File: config.mk
export PLATFORM = sky130hd
export DESIGN_NAME = sprite_mixer
export DESIGN_NICKNAME = d
export VERILOG_FILES = /design/src/rtl/mixer_pkg.sv /design/src/rtl/fade_ctrl.sv /design/src/rtl/sprite_mixer.sv
export SDC_FILE = /design/constraint.sdc
export NUM_CORES = 1
export LEC_CHECK = 0
export BUFFER_PORTS_ARGS = -buffer_cell sky130_fd_sc_hd__clkbuf_2
export CAP_MARGIN = 20
export CORE_UTILIZATION = 40
export CTS_BUF_LIST = sky130_fd_sc_hd__clkbuf_4 sky130_fd_sc_hd__clkbuf_8 sky130_fd_sc_hd__clkbuf_16
export CTS_CLUSTER_SIZE = 25
export DETAILED_ROUTE_END_ITERATION = 8
export HOLD_SLACK_MARGIN = 0.02
export PLACE_DENSITY = 0.87
export SLEW_MARGIN = 20
export SYNTH_ARGS = -nofsm -noshare
export SYNTH_HDL_FRONTEND = slang
export SYNTH_HIERARCHICAL = 1
export SYNTH_SLANG_ARGS = --single-unit
File: constraint.sdc
create_clock -name clk -period 1.9 [get_ports clk]
set_input_delay 0.095 -clock clk [delete_from_list [all_inputs] [get_ports clk]]
set_output_delay 0.095 -clock clk [all_outputs]
set_load 0.05 [all_outputs]
File: src/rtl/mixer_pkg.sv
`default_nettype none
// ============================================================================
// Module      : mixer_pkg
// Description : Shared widths, default key colour, fade state encoding and
//               channel scaling helper for the sprite mixer.
// Revision    : 1.0 - initial release
// ============================================================================
package mixer_pkg;

    localparam int RGB_W     = 12;
    localparam int CH_W      = 4;
    localparam int LEVEL_MAX = 16;
    localparam int LEVEL_W   = 5;

    localparam logic [RGB_W-1:0] KEY_COLOR_DEFAULT = 12'hF0F;

    typedef enum logic [1:0] {
        FADE_IDLE = 2'd0,
        FADE_OUT  = 2'd1,
        FADE_HOLD = 2'd2,
        FADE_IN   = 2'd3
    } fade_state_t;

    // (c * level) >> 4 in 9 bits; level 16 is an exact pass-through.
    function automatic logic [CH_W-1:0] scale_ch(input logic [CH_W-1:0]    c,
                                                 input logic [LEVEL_W-1:0] level);
        return CH_W'(({5'd0, c} * {4'd0, level}) >> 4);
    endfunction

endpackage
`default_nettype wire

File: src/rtl/fade_ctrl.sv
`default_nettype none
// ============================================================================
// Module      : fade_ctrl
// Description : Frame-stepped fade-to-black / hold / fade-in controller that
//               produces the brightness level and fade status flags.
// Revision    : 1.0 - initial release
// ============================================================================
module fade_ctrl
    import mixer_pkg::*;
#(
    parameter int HOLD_FRAMES = 30
) (
    input  logic               clk,
    input  logic               rst,
    input  logic               frame_tick,
    input  logic               fade_req,
    output logic [LEVEL_W-1:0] level,
    output logic               fade_busy,
    output logic               fade_black
);

    localparam int                 HOLD_W    = (HOLD_FRAMES > 1) ? $clog2(HOLD_FRAMES) : 1;
    localparam logic [HOLD_W-1:0]  HOLD_LAST = HOLD_W'(HOLD_FRAMES - 1);
    localparam logic [HOLD_W-1:0]  HOLD_ONE  = HOLD_W'(1);
    localparam logic [LEVEL_W-1:0] LVL_FULL  = LEVEL_W'(LEVEL_MAX);
    localparam logic [LEVEL_W-1:0] LVL_ONE   = LEVEL_W'(1);

    fade_state_t        state_q, state_d;
    logic [LEVEL_W-1:0] level_q, level_d;
    logic [HOLD_W-1:0]  hold_cnt_q, hold_cnt_d;
    logic               fade_busy_q;
    logic               fade_black_q;

    always_comb begin
        state_d    = state_q;
        level_d    = level_q;
        hold_cnt_d = hold_cnt_q;
        case (state_q)
            FADE_IDLE: begin
                level_d = LVL_FULL;
                if (fade_req) begin
                    state_d = FADE_OUT;
                end
            end
            FADE_OUT: begin
                if (frame_tick) begin
                    // A re-request at level 0 falls straight into HOLD.
                    if (level_q <= LVL_ONE) begin
                        level_d    = '0;
                        state_d    = FADE_HOLD;
                        hold_cnt_d = '0;
                    end else begin
                        level_d = level_q - LVL_ONE;
                    end
                end
            end
            FADE_HOLD: begin
                level_d = '0;
                if (frame_tick) begin
                    if (hold_cnt_q == HOLD_LAST) begin
                        state_d = FADE_IN;
                    end else begin
                        hold_cnt_d = hold_cnt_q + HOLD_ONE;
                    end
                end
            end
            FADE_IN: begin
                if (fade_req) begin
                    state_d = FADE_OUT;
                end else if (frame_tick) begin
                    level_d = level_q + LVL_ONE;
                    if (level_q == LVL_FULL - LVL_ONE) begin
                        state_d = FADE_IDLE;
                    end
                end
            end
            default: begin
                state_d = FADE_IDLE;
                level_d = LVL_FULL;
            end
        endcase
    end

    always_ff @(posedge clk) begin
        if (rst) begin
            state_q      <= FADE_IDLE;
            level_q      <= LVL_FULL;
            hold_cnt_q   <= '0;
            fade_busy_q  <= 1'b0;
            fade_black_q <= 1'b0;
        end else begin
            state_q      <= state_d;
            level_q      <= level_d;
            hold_cnt_q   <= hold_cnt_d;
            fade_busy_q  <= (state_d != FADE_IDLE);
            fade_black_q <= (state_d == FADE_HOLD);
        end
    end

    assign level      = level_q;
    assign fade_busy  = fade_busy_q;
    assign fade_black = fade_black_q;

endmodule
`default_nettype wire

File: src/rtl/sprite_mixer.sv
`default_nettype none
// ============================================================================
// Module      : sprite_mixer
// Description : Aligns sprite hits with ROM colour, resolves priority and
//               transparency, blanks, optionally fades, and registers VGA pins.
//               Fade feature is built only when SPRITE_MIXER_FADE_EN is defined.
// Revision    : 1.0 - initial release
// ============================================================================
module sprite_mixer
    import mixer_pkg::*;
#(
    parameter int               N_LAYERS    = 4,
    parameter int               ROM_LAT     = 1,
    parameter logic [RGB_W-1:0] KEY_COLOR   = KEY_COLOR_DEFAULT,
    parameter int               HOLD_FRAMES = 30
) (
    input  logic                      clk,
    input  logic                      rst,
    input  logic                      video_on,
    input  logic [N_LAYERS-1:0]       layer_hit,
    input  logic [RGB_W*N_LAYERS-1:0] layer_rgb,
    input  logic [RGB_W-1:0]          bg_rgb,
    input  logic                      frame_tick,
    input  logic                      fade_req,
    output logic [CH_W-1:0]           vga_r,
    output logic [CH_W-1:0]           vga_g,
    output logic [CH_W-1:0]           vga_b,
    output logic                      fade_busy,
    output logic                      fade_black
);

    logic [ROM_LAT-1:0][N_LAYERS-1:0] hit_pipe_q, hit_pipe_d;
    logic [ROM_LAT-1:0]               von_pipe_q, von_pipe_d;
    logic [RGB_W-1:0]                 rgb_q, rgb_d;

    logic [N_LAYERS-1:0] w_hit_dly;
    logic                w_von_dly;
    logic [N_LAYERS-1:0] w_opaque;
    logic [RGB_W-1:0]    w_pix;
    logic [LEVEL_W-1:0]  w_level;

    // Hit and video_on travel with the ROM so they meet layer_rgb/bg_rgb.
    always_comb begin
        hit_pipe_d    = hit_pipe_q;
        von_pipe_d    = von_pipe_q;
        hit_pipe_d[0] = layer_hit;
        von_pipe_d[0] = video_on;
        for (int k = 1; k < ROM_LAT; k++) begin
            hit_pipe_d[k] = hit_pipe_q[k-1];
            von_pipe_d[k] = von_pipe_q[k-1];
        end
    end

    assign w_hit_dly = hit_pipe_q[ROM_LAT-1];
    assign w_von_dly = von_pipe_q[ROM_LAT-1];

    generate
        for (genvar i = 0; i < N_LAYERS; i++) begin : g_opaque
            assign w_opaque[i] = w_hit_dly[i] && (layer_rgb[i*RGB_W +: RGB_W] != KEY_COLOR);
        end
    endgenerate

    always_comb begin
        w_pix = bg_rgb;
        for (int i = N_LAYERS - 1; i >= 0; i--) begin
            if (w_opaque[i]) begin
                w_pix = layer_rgb[i*RGB_W +: RGB_W];
            end
        end
        if (!w_von_dly) begin
            w_pix = '0;
        end
    end

`ifdef SPRITE_MIXER_FADE_EN
    fade_ctrl #(
        .HOLD_FRAMES (HOLD_FRAMES)
    ) u_fade_ctrl (
        .clk        (clk),
        .rst        (rst),
        .frame_tick (frame_tick),
        .fade_req   (fade_req),
        .level      (w_level),
        .fade_busy  (fade_busy),
        .fade_black (fade_black)
    );
`else
    logic unused_fade;

    assign w_level     = LEVEL_W'(LEVEL_MAX);
    assign fade_busy   = 1'b0;
    assign fade_black  = 1'b0;
    assign unused_fade = &{1'b0, fade_req, frame_tick, (HOLD_FRAMES > 0)};
`endif

    always_comb begin
        rgb_d = {scale_ch(w_pix[2*CH_W +: CH_W], w_level),
                 scale_ch(w_pix[1*CH_W +: CH_W], w_level),
                 scale_ch(w_pix[0*CH_W +: CH_W], w_level)};
    end

    always_ff @(posedge clk) begin
        if (rst) begin
            hit_pipe_q <= '0;
            von_pipe_q <= '0;
            rgb_q      <= '0;
        end else begin
            hit_pipe_q <= hit_pipe_d;
            von_pipe_q <= von_pipe_d;
            rgb_q      <= rgb_d;
        end
    end

    assign vga_r = rgb_q[2*CH_W +: CH_W];
    assign vga_g = rgb_q[1*CH_W +: CH_W];
    assign vga_b = rgb_q[0*CH_W +: CH_W];

endmodule
`default_nettype wire

After elaboration in Yosys (flattened, before gate mapping)
Index checks and enable logic that the tools add are counted.

Flip-flop bits (word level): 17. Bits in latches: 0. Memory bits (writable): 0. Memory bits (read-only): 0. Bits of input ports: 69. Output and inout port bits: 14. Memories: 0.

Add/sub/neg operators: 0. Multiply operators: 0. Divide/modulo/power cells: 0. Order comparisons: 0. Equal/unequal tests: 4. Shift operators: 0. Mux-type cells: 4. Bitwise gates (word level): 1. Reduce and logical (&&, ||, !) cells: 5.

Operator list (number): $mux W12 (4); $ne A12 B12 Y1 const B (4); $logic_and A1 B1 Y1 (4); $reduce_or A2 Y1 (1); $not A1 Y1 (1).

Logic depth before layout (Yosys ltp)
Depth in word-level cells: 6. Mapped depth: 6. Gate-level depth less buffers: 5.

Worst setup path after synthesis
No wires, ideal clock.

Kind: input port to flip-flop. Start point: in layer_rgb[42]. End point: reg rgb_q[10]. Setup time: 124 ps. Arrival time: 1294 ps. Required time: 1776 ps. Slack: 481 ps. Stages on the path: 5. Buffers on the path: 0. Path through: nand4bb_4 > o31ai_4 > mux2_1 > o221ai_1 > a31oi_1.

Cells in the longest elaborated chain, start to end: 6.

Ends and longest elaborated chain: start: declaration (RTL line sprite_mixer.sv:21) `input logic [RGB_W*N_LAYERS-1:0] layer_rgb,`; $ne A12 B12 Y1 (RTL line sprite_mixer.sv:59) `assign w_opaque[i] = w_hit_dly[i] && (layer_rgb[i*RGB_W +: RGB_W] != KEY_COLOR);`; $logic_and A1 B1 Y1 (RTL line sprite_mixer.sv:59); $mux W12 (4 in series) (RTL line sprite_mixer.sv:66) `if (w_opaque[i]) begin`; end signal: assignment (RTL line sprite_mixer.sv:110) `rgb_q <= rgb_d;`; end: declaration (RTL line sprite_mixer.sv:34) `logic [RGB_W-1:0] rgb_q, rgb_d;`.

Every way passes these cells. A chain may end at the register's enable or synchronous reset.

Worst setup path in the final report
Start point: reg hit_pipe_q[3] (netlist name). End point: reg rgb_q[4].

Cells in the longest elaborated chain, start to end: 5.

Ends and longest elaborated chain: start: declaration (RTL line sprite_mixer.sv:32) `logic [ROM_LAT-1:0][N_LAYERS-1:0] hit_pipe_q, hit_pipe_d;`; start signal: assignment (RTL line sprite_mixer.sv:108) `hit_pipe_q <= hit_pipe_d;`; $logic_and A1 B1 Y1 (RTL line sprite_mixer.sv:59); $mux W12 (4 in series) (RTL line sprite_mixer.sv:66).

Every way passes these cells.

==> results.rst <==
.. list-table::
   :header-rows: 1

   * - Metric
     - Value
   * - Result of the run
     - completed
   * - Most area-consuming cells after synthesis
     - sky130_fd_sc_hd__dfxtp_1, sky130_fd_sc_hd__a31oi_1, sky130_fd_sc_hd__o221ai_1, sky130_fd_sc_hd__mux2_1, sky130_fd_sc_hd__o21ai_0
   * - Share of total power in combinational logic
     - 0.313
   * - Number of diodes added for antenna fixing
     - 0
   * - Kind of critical path
     - register to register
   * - I/O pin cnt
     - 83
   * - Placed wire-length estimate after detailed placement
     - 2.88 mm
   * - Final WS setup
     - 332 ps
   * - Fraction of layout cells with a size suffix above 1
     - 0.456
   * - TritonCTS clock tree
     - done
   * - Dominant register cell in the synthesized netlist
     - sky130_fd_sc_hd__dfxtp_1
   * - Most instantiated cells after synthesis
     - sky130_fd_sc_hd__dfxtp_1, sky130_fd_sc_hd__a31oi_1, sky130_fd_sc_hd__nand2_1, sky130_fd_sc_hd__o21ai_0, sky130_fd_sc_hd__o221ai_1
   * - Clock sinks
     - 17
   * - Maximum vdd ir drop
     - 0.499 mV
   * - Largest net degree at the start of global routing
     - 13
   * - Via count of the first global-routing pass
     - 1284
   * - Area of the core
     - 2730 µm²
   * - Fraction of post-synthesis cell area in the top cell type by area
     - 0.295
   * - Switching share of power
     - 0.315
   * - Die X
     - 55.7 µm
   * - Routed wire length
     - 3.54 mm
   * - Clock insertion delay at the later pin of the skew report
     - 290 ps
   * - Final setup vio count
     - 0
   * - Post-Synthesis Cell Area
     - 1150 µm²
   * - Post-synthesis async set-or-reset flop share
     - 0
   * - Synthesized instance count
     - 121
   * - Routability cong.
     - 0.866
   * - Actual slew at the worst max-slew pin
     - 638 ps
   * - I/O Buffers
     - 78
   * - Die outline area
     - 3100 µm²
   * - Clock input transition at the sequential cells of the worst setup and hold paths
     - 100 ps
   * - CTS buffer count
     - 3
   * - Max-capacitance violation count
     - 0
   * - Post-place setup slack
     - 180 ps
   * - Antenna Nets Post-Route
     - 0
   * - Number of placement rows
     - 19
   * - Power spent charging and discharging nets
     - 271 µW
   * - Vias per Instance
     - 5.86
   * - DIE HEIGHT
     - 55.7 µm
   * - Crit path time final
     - 1570 ps
   * - Distinct cell type count after synthesis
     - 33
   * - Effective utilization at floorplan
     - 0.422
   * - Sequential element share of the synthesized area
     - 0.295
   * - Avg Inst Size Synth
     - 9.52 µm²
   * - Worst hold-check path type
     - input pin to register
   * - Average wire length per cell after detail routing
     - 14.9 µm
   * - Syn. warnings
     - 6
   * - Nature of the critical path startpoint
     - register
   * - Routed vias
     - 1390
   * - Post-layout net count
     - 276
   * - Share of power burned in registers
     - 0.442
   * - Clock buffer depth
     - 2
   * - Static power due to leakage
     - 0.697 nW
   * - Power Density
     - 533 nW/µm²
   * - Clock power share
     - 0.245
   * - Total congestion overflow
     - 0
   * - Library cell used as clock root buffer
     - sky130_fd_sc_hd__clkbuf_4
   * - Relative area change from synthesis to final layout
     - 40.1%
   * - Most numerous cell in the Yosys netlist
     - sky130_fd_sc_hd__dfxtp_1
   * - Critical path data required time
     - 2090 ps
   * - Max-Slew Margin vs Limit
     - 0.574
   * - Period Utilization, post-route
     - 0.825
   * - Number of antenna violations at the first check in global routing
     - 0
   * - Setup repair after global routing missed its margin
     - no
   * - Max Fanout on Critical Path
     - 7
   * - DRC viols
     - 0
   * - Flip-flop and latch count after synthesis
     - 17
   * - Drt first-iter violations
     - 37
   * - Max Clock Skew
     - 3.07 ps
   * - Cell internal power dissipation
     - 590 µW
   * - Post-synthesis cell type with the largest combined area
     - sky130_fd_sc_hd__dfxtp_1
   * - Crit end category
     - register
   * - Final Hold Viols
     - 0
   * - Final slew viol count
     - 0
   * - Accumulated negative setup slack
     - 0 ps
   * - Tot GR Track Use
     - 0.222
   * - Arr. time, crit path
     - 1760 ps
   * - Cells resized by post-CTS repair
     - 0
   * - H-tree level count
     - 1
   * - FMAX
     - 638 MHz
   * - Total Power Consumption
     - 861 µW
   * - Wire length of the first global-routing pass
     - 5.40 mm
   * - Iteration count of the initial detailed-routing pass
     - 7
   * - EDFF count, synth
     - 0
## layout make-up
cell class	count	area (µm²)
clock buffers	4	30.0
well taps	31	38.8
fillers	237	1120
inverters	3	11.3
repair buffers	87	468
flip-flops and latches	17	340
multi-input cells	95	726
## critical path: stages, from the launching register on
cell and delay [ps]:
sky130_fd_sc_hd__dfxtp_1 510, sky130_fd_sc_hd__mux2_2 370, sky130_fd_sc_hd__a311oi_1 300, sky130_fd_sc_hd__a2bb2oi_1 210, sky130_fd_sc_hd__a21oi_1 80
## worst paths after layout
| kind | from | endpoint | slack, ps | cells after the start |
|---|---|---|---|---|
| max | hit_pipe_q[3] | rgb_q[4] | 330 | 4 |
| min | rst | hit_pipe_q[3] | 30 | 2 |
| max reg2reg | hit_pipe_q[3] | rgb_q[4] | 330 | 4 |
| min reg2reg | hit_pipe_q[1] | rgb_q[5] | 600 | 2 |
## registers in the layout, summed over array words and instances (netlist names)
name,flops
rgb_q,12
hit_pipe_q,4
von_pipe_q,1
## power groups by stage
| stage | Combinational (mW) | Clock (mW) | Sequential (mW) |
|---|---|---|---|
| after detailed placement | 0.258 | 0 | 0.388 |
| final | 0.270 | 0.211 | 0.381 |
| after floorplan | 0.121 | 0 | 0.419 |
| after global routing | 0.288 | 0.235 | 0.382 |
| after global placement | 0.255 | 0 | 0.388 |
| after CTS | 0.263 | 0.212 | 0.380 |
## metal layers
metal | global-route usage | vias to the layer above | part of all wire
li1 | - | 661 | -
met1 | 0.249 | 642 | 0.39
met2 | 0.394 | 81 | 0.51
met3 | 0.0581 | 6 | 0.085
met4 | 0.0929 | 0 | 0.015
met5 | 0 | - | 0
## placed cells by master (no fill, tap or decap)
master | Yosys | final
sky130_fd_sc_hd__clkbuf_2 | 0 | 78
sky130_fd_sc_hd__dfxtp_1 | 17 | 17
sky130_fd_sc_hd__a31oi_1 | 13 | 13
sky130_fd_sc_hd__nand2_1 | 11 | 11
sky130_fd_sc_hd__o21ai_0 | 11 | 11
sky130_fd_sc_hd__o221ai_1 | 8 | 8
sky130_fd_sc_hd__nor2b_1 | 6 | 6
sky130_fd_sc_hd__nand4b_1 | 6 | 6
sky130_fd_sc_hd__mux2_1 | 6 | 6
sky130_fd_sc_hd__o211ai_1 | 5 | 5
sky130_fd_sc_hd__buf_4 | 3 | 5
sky130_fd_sc_hd__nand4bb_1 | 4 | 4
sky130_fd_sc_hd__o31ai_1 | 4 | 4
sky130_fd_sc_hd__clkbuf_4 | 0 | 4
sky130_fd_sc_hd__dlygate4sd3_1 | 0 | 4
sky130_fd_sc_hd__inv_1 | 3 | 3
sky130_fd_sc_hd__nand3b_1 | 3 | 3
sky130_fd_sc_hd__a221o_2 | 2 | 2
sky130_fd_sc_hd__nor2_1 | 2 | 2
sky130_fd_sc_hd__conb_1 | 1 | 2
sky130_fd_sc_hd__o31a_1 | 1 | 1
sky130_fd_sc_hd__o31a_2 | 1 | 1
sky130_fd_sc_hd__nand4_4 | 1 | 1
sky130_fd_sc_hd__nand4bb_4 | 1 | 1
sky130_fd_sc_hd__o31ai_4 | 1 | 1
sky130_fd_sc_hd__a221o_1 | 1 | 1
sky130_fd_sc_hd__nor4b_1 | 1 | 1
sky130_fd_sc_hd__mux2_2 | 1 | 1
sky130_fd_sc_hd__a311oi_1 | 1 | 1
sky130_fd_sc_hd__a2bb2oi_1 | 1 | 1
sky130_fd_sc_hd__a21oi_1 | 1 | 1
sky130_fd_sc_hd__and2_1 | 1 | 1
## stage by stage
| step | instances | utilization | instance area (µm²) | hold WS, ps |
|---|---|---|---|---|
| 2_1_floorplan | 122 | - | 1160 | 167 |
| 3_3_place_gp | 229 | 0.565 | 1540 | 302 |
| 3_5_place_dp | 229 | 0.565 | 1540 | 318 |
| 4_1_cts | 235 | 0.583 | 1590 | 20.0 |
| 5_1_grt | 237 | 0.590 | 1610 | 28.1 |
| 6_report | 237 | 0.590 | 1610 | 30.0 |
## kinds of logic after synthesis
| group | Yosys count | share of synthesized area |
|---|---|---|
| flops | 17 | 0.295 |
| mux | 7 | 0.0684 |
| simple gates | 36 | 0.235 |
| compound gates | 50 | 0.320 |
| buf+inv | 10 | 0.0782 |
| other cells | 1 | 0.00325 |
## timing repair
| action | 4_1_cts | 5_1_grt |
|---|---|---|
| buffers inserted | 0 | 0 |
| hold buffers | 2 | 2 |
| hold endpoints to repair | 2 | 2 |
No activity file was read; power rests on OpenSTA's default activity.
